`config.mk`:
```
export PLATFORM = sky130hd
export DESIGN_NAME = regfile_rename
export DESIGN_NICKNAME = d
export VERILOG_FILES = /design/src/rtl/regfile_rename.sv
export SDC_FILE = /design/constraint.sdc
export NUM_CORES = 2
export LEC_CHECK = 0
export CAP_MARGIN = 20
export CORE_ASPECT_RATIO = 0.7
export CORE_MARGIN = 1
export CORE_UTILIZATION = 45
export CTS_BUF_LIST = sky130_fd_sc_hd__clkbuf_4 sky130_fd_sc_hd__clkbuf_8
export DETAILED_ROUTE_END_ITERATION = 6
export GPL_ROUTABILITY_DRIVEN = 0
export GPL_TIMING_DRIVEN = 0
export PLACE_DENSITY = 0.57
export SYNTH_ARGS = -nofsm -noshare
export SYNTH_HDL_FRONTEND = slang
export SYNTH_SLANG_ARGS = --single-unit
```
`constraint.sdc`:
```
create_clock -name clk -period 10.8 [get_ports clk]
set_input_delay 1.62 -clock clk [delete_from_list [all_inputs] [get_ports clk]]
set_output_delay 1.62 -clock clk [all_outputs]
set_load 0.01 [all_outputs]
```
`src/rtl/regfile_rename.sv`:
```
// Integer register file with per-register rename state (busy bit + producer tag).
// Reads are combinational with a same-cycle commit bypass; busy_cnt tracks the busy population.
module regfile_rename #(
    parameter int unsigned XLEN = 32,
    parameter int unsigned NREG = 32,
    parameter int unsigned AW   = 5,
    parameter int unsigned TAGW = 4,
    parameter int unsigned NRD  = 2
) (
    input  logic                 clk,
    input  logic                 rst_n,
    input  logic                 wb_en,
    input  logic [AW-1:0]        wb_addr,
    input  logic [XLEN-1:0]      wb_data,
    input  logic [TAGW-1:0]      wb_tag,
    input  logic                 iss_en,
    input  logic [AW-1:0]        iss_addr,
    input  logic [TAGW-1:0]      iss_tag,
    input  logic                 flush,
    input  logic [NRD-1:0]       rd_en,
    input  logic [NRD*AW-1:0]    rd_addr,
    output logic [NRD*XLEN-1:0]  rd_data,
    output logic [NRD-1:0]       rd_busy,
    output logic [NRD*TAGW-1:0]  rd_tag,
    output logic [AW:0]          busy_cnt
);

    localparam int unsigned CW = AW + 1;

    logic [NREG-1:0][XLEN-1:0] regs_q;
    logic [NREG-1:0]           busy_q;
    logic [NREG-1:0]           busy_nxt;
    logic [NREG-1:0][TAGW-1:0] tag_q;
    logic [NREG-1:0][TAGW-1:0] tag_nxt;
    logic [CW-1:0]             cnt_nxt;
    logic [AW-1:0]             ra [NRD];
    logic                      wb_hit;
    logic                      iss_hit;

    assign wb_hit  = wb_en  && (wb_addr  != '0);
    assign iss_hit = iss_en && (iss_addr != '0);

    for (genvar p = 0; p < NRD; p++) begin : g_ra
        assign ra[p] = rd_addr[p*AW +: AW];
    end

    // Rename state update: later statements win, giving flush > rename > commit-clear
    always_comb begin
        busy_nxt = busy_q;
        tag_nxt  = tag_q;
        if (wb_hit && busy_q[wb_addr] && (tag_q[wb_addr] == wb_tag)) begin
            busy_nxt[wb_addr] = 1'b0;
            tag_nxt[wb_addr]  = '0;
        end
        if (iss_hit) begin
            busy_nxt[iss_addr] = 1'b1;
            tag_nxt[iss_addr]  = iss_tag;
        end
        if (flush) begin
            busy_nxt = '0;
            tag_nxt  = '0;
        end
    end

    always_comb begin
        cnt_nxt = '0;
        for (int i = 0; i < NREG; i++) begin
            cnt_nxt = cnt_nxt + CW'(busy_nxt[i]);
        end
    end

    // Register 0 is never written so it stays at its reset value of zero
    always_ff @(posedge clk or negedge rst_n) begin
        if (!rst_n) begin
            regs_q <= '0;
        end else if (wb_hit) begin
            regs_q[wb_addr] <= wb_data;
        end
    end

    always_ff @(posedge clk or negedge rst_n) begin
        if (!rst_n) begin
            busy_q   <= '0;
            tag_q    <= '0;
            busy_cnt <= '0;
        end else begin
            busy_q   <= busy_nxt;
            tag_q    <= tag_nxt;
            busy_cnt <= cnt_nxt;
        end
    end

    // Read ports; a commit that retires the current producer is forwarded directly
    always_comb begin
        rd_data = '0;
        rd_busy = '0;
        rd_tag  = '0;
        for (int p = 0; p < NRD; p++) begin
            if (rst_n && rd_en[p] && (ra[p] != '0)) begin
                if (wb_en && (wb_addr == ra[p]) &&
                    (!busy_q[ra[p]] || (tag_q[ra[p]] == wb_tag))) begin
                    rd_data[p*XLEN +: XLEN] = wb_data;
                end else begin
                    rd_data[p*XLEN +: XLEN] = regs_q[ra[p]];
                    rd_busy[p]              = busy_q[ra[p]];
                    rd_tag[p*TAGW +: TAGW]  = busy_q[ra[p]] ? tag_q[ra[p]] : '0;
                end
            end
        end
    end

endmodule

```
==> metrics.md <==
| Metric | Value |
|---|---|
| WP buf/inv | 8 |
| Port bufs | ~130 |
| Worst min path class | reg -> reg |
| Post-DRT Antenna Nets | 0 |
| Cells after Synth | between 4,000 and 5,000 |
| Final Worst Setup Slack | 1.37 ns |
| Number of synthesized register bits | 1,190 |
| Outcome | finished, final reports clean |
| RSZ-0062 raised after global routing | false |
| CP cell instances | clkdlybuf4s50_1 -> clkbuf_1 -> buf_2 -> buf_1 -> buf_8 -> clkbuf_1 -> clkbuf_1 -> mux4_2 -> o2111ai_1 -> o21ai_0 -> clkdlybuf4s50_1 |
| Antenna violations before repair | 10 |
| Max_cap viols | 0 |
| Post-route insts no fill | 7,158 |
| Top post-synthesis cells by area | dfrtp_1 (44%), mux4_2 (24%), mux2_2 (17%) |
| Sequential area share after synthesis | 0.438 |
| Cell area power density | 167 nW/um2 |
| Commonest cells after routing, fill and taps aside | dfrtp_1 (1,190), mux2_2 (1,007), mux4_2 (738) |
| Synth Area per Inst | approximately 15 um2 |
| Lkg Pwr | 32.1 nW |
| Crit path top cell by count | clkbuf_1 |
| Hold_sp | regs_q[3] |
| Final min period | 9.43 ns |
| Nets | roughly 5,100 |
| Placed inst area | 73,000 um2 |
| Routed via count | 49,020 |
| Hold Slack | 0.478 ns |
| CTS clk-pin slew, worst paths | about 0.060 ns |
| Slowest CP cell | clkbuf_1 |
| CP Launch Point | rd_addr[2] |
| DIE WIDTH | 466 um |
| Worst r2r src | tag_q[76] |
| Clock Sinks | 1,190 |
| First-pass GRT wire length | 375 mm |
| Critical Path RT | ~9 ns |
| Final core occ | 0.522 |
| Setup Skew | 0.0583 ns |
| Total routed wirelength | 266 mm |
| DRT Pass-1 Iters | 6 |
| WS Path Type | in -> out |
| Crit-path max cell delay | 0.90 ns |
| Fill cell count | 12,511 |
| Share of cells above drive strength 1 | 0.463 |
| Pre-CTS setup slack | 1.06 ns |
| Most common cell after layout, fill and taps aside | dfrtp_1 |
| Dpl hpwl | 194 mm |
| Vias in the first global route | 47,917 |
| Setup bufs post-CTS | 0 |
| Htree depth | 4 |
| Post-synth top area share | 0.438 |
| Max Root-Sink Buffers | 3 |
| Drt drc | 0 |
| Critical Path Fanout Max | 10 |
| Async SR Flop Fraction | 1.00 |
| Syn nets | 4,683 |
| Final hold vios | 0 |
| TritonCTS clock tree | built |
| Tot GR Track Use | 0.353 |
| Avg WL per Cell | 37.2 um |
| Rel. slew slack | 0.129 |
| TNS Setup | 0 ns |
| DR vias/cell | 6.85 |
| Leading area contributor after synthesis | dfrtp_1 |
| Worst-Margin Slew | 1.30 ns |
| Total power | 12.9 mW |
| Yosys Warn Count | 0 |
| Core area | 149,000 um2 |
| PostCTS Resize Cnt | 0 |
| Worst setup SP type | input port |
| Row count | 118 |
| Synth cell types | 67 |
| DR iter-0 viols | about 6,300 |
| Die Height | 327 um |
| Crit share post-route | 0.873 |
| Peak supply drop | 0.146 mV |
| Mapped Area | 67,900 um2 |
| Die Footprint | 153,000 um2 |
| Data arrival time of the worst path | 7.81 ns |
| Max Freq | 106 MHz |
| Clk Latency, worst-skew pair | 0.98 ns |
| Initial core utilization | 0.456 |
| Fin area | ~78,000 um2 |
| Area grow syn2layout | 14.3% |
| Root Driver | clkbuf_8 |
| TritonCTS buffer count | between 150 and 200 |
| Delay-heaviest family, CP | buffers and inverters |
| Placed Cells | 6,774 |
| Setup-failing EPs final | 0 |
| # IOs | 147 |
| Hold Buf Count CTS | 0 |
| Pins Over Slew Limit | 0 |
| Gr ovfl total | 0 |
| CP endpoint kind | output port |
| Post-synth EDFFs | 0 |
| Dominant synthesized flop cell | dfrtp_1 |
| Largest net degree at the start of global routing | 172 |
cells in the mapped netlist (4+ instances only):
cell / number
a21oi_1: 11
a221oi_1: 10
o221a_2: 32
o221ai_1: 4
nor3b_1: 9
a21o_1: 5
mux2i_1: 42
nor2_1: 47
o21ai_0: 38
nand4_1: 5
mux2_2: 1007
or3b_2: 5
nor3_1: 42
clkbuf_1: 373
nand2_1: 153
xnor2_1: 11
buf_6: 5
fa_1: 24
dfrtp_1: 1190
o2111ai_1: 32
nor4_1: 6
a22oi_1: 29
nor2b_1: 19
nand3_1: 47
nand2b_1: 75
ha_1: 7
a22o_1: 14
buf_1: 45
o22ai_1: 149
buf_4: 17
inv_1: 36
or2_2: 8
and2_1: 9
mux4_2: 738
buf_2: 86
and3b_1: 5
a31oi_1: 5
xor2_1: 9
a41oi_1: 34
o22a_1: 14
nor4_4: 28
and3_1: 8
nand3b_1: 117
o211ai_1: 6
layer usage:
metal  track usage  wire [um]  vias up
met2         0.458     107000     3209
met3         0.146      35300      574
li1              -          -    18909
met1         0.514     113000    26320
met4         0.145      11500        8
met5       0.00649        168        -
state kept, by name, summed over array words and instances (netlist names):
| signal | flops |
|---|---|
| busy_cnt | 6 |
| tag_q | 128 |
| busy_q | 32 |
| regs_q | 1024 |
cell families after synthesis:
kind of cell / after synthesis / share of synthesized area
xor+xnor: 20 / 0.00258
simple gates: 589 / 0.0542
compound gates: 402 / 0.0442
mux: 1787 / 0.418
flops: 1190 / 0.438
fa+ha+maj: 31 / 0.00836
buf+inv: 566 / 0.0344
final timing paths:
| path | cells after the start | slack, ns | to |
|---|---|---|---|
| setup / recovery | 11 | 1.37 | rd_data[30] |
| hold / removal | 1 | 0.48 | regs_q[3] |
| setup reg to reg | 26 | 2.71 | busy_cnt[4] |
| hold reg to reg | 1 | 0.48 | regs_q[3] |
| max in group asynchronous | 3 | 8.03 | regs_q[217] |
| min in group asynchronous | 1 | 0.58 | regs_q[520] |
cell type report:
class | instances | area, um2 | area share
antenna | 11 | 27.5 | 0.000354
multi-input combinational | 2829 | 35800 | 0.462
clock inverter | 36 | 354 | 0.00456
inverter | 40 | 150 | 0.00193
timing repair buffer | 228 | 2870 | 0.0369
sequential | 1190 | 29800 | 0.383
clock buffer | 318 | 3960 | 0.0510
tap | 1980 | 2480 | 0.0319
buffer | 526 | 2190 | 0.0282
report_power, final:
group / switching, mW / leakage (nW) / total (mW) / internal, mW
registers: 0.525 / 15.5 / 5.72 / 5.19
logic: 1.20 / 14.3 / 2.79 / 1.59
clock network: 2.01 / 2.30 / 4.43 / 2.42
total: 3.74 / 32.1 / 12.9 / 9.20
Power figures use the tool's default switching activity.
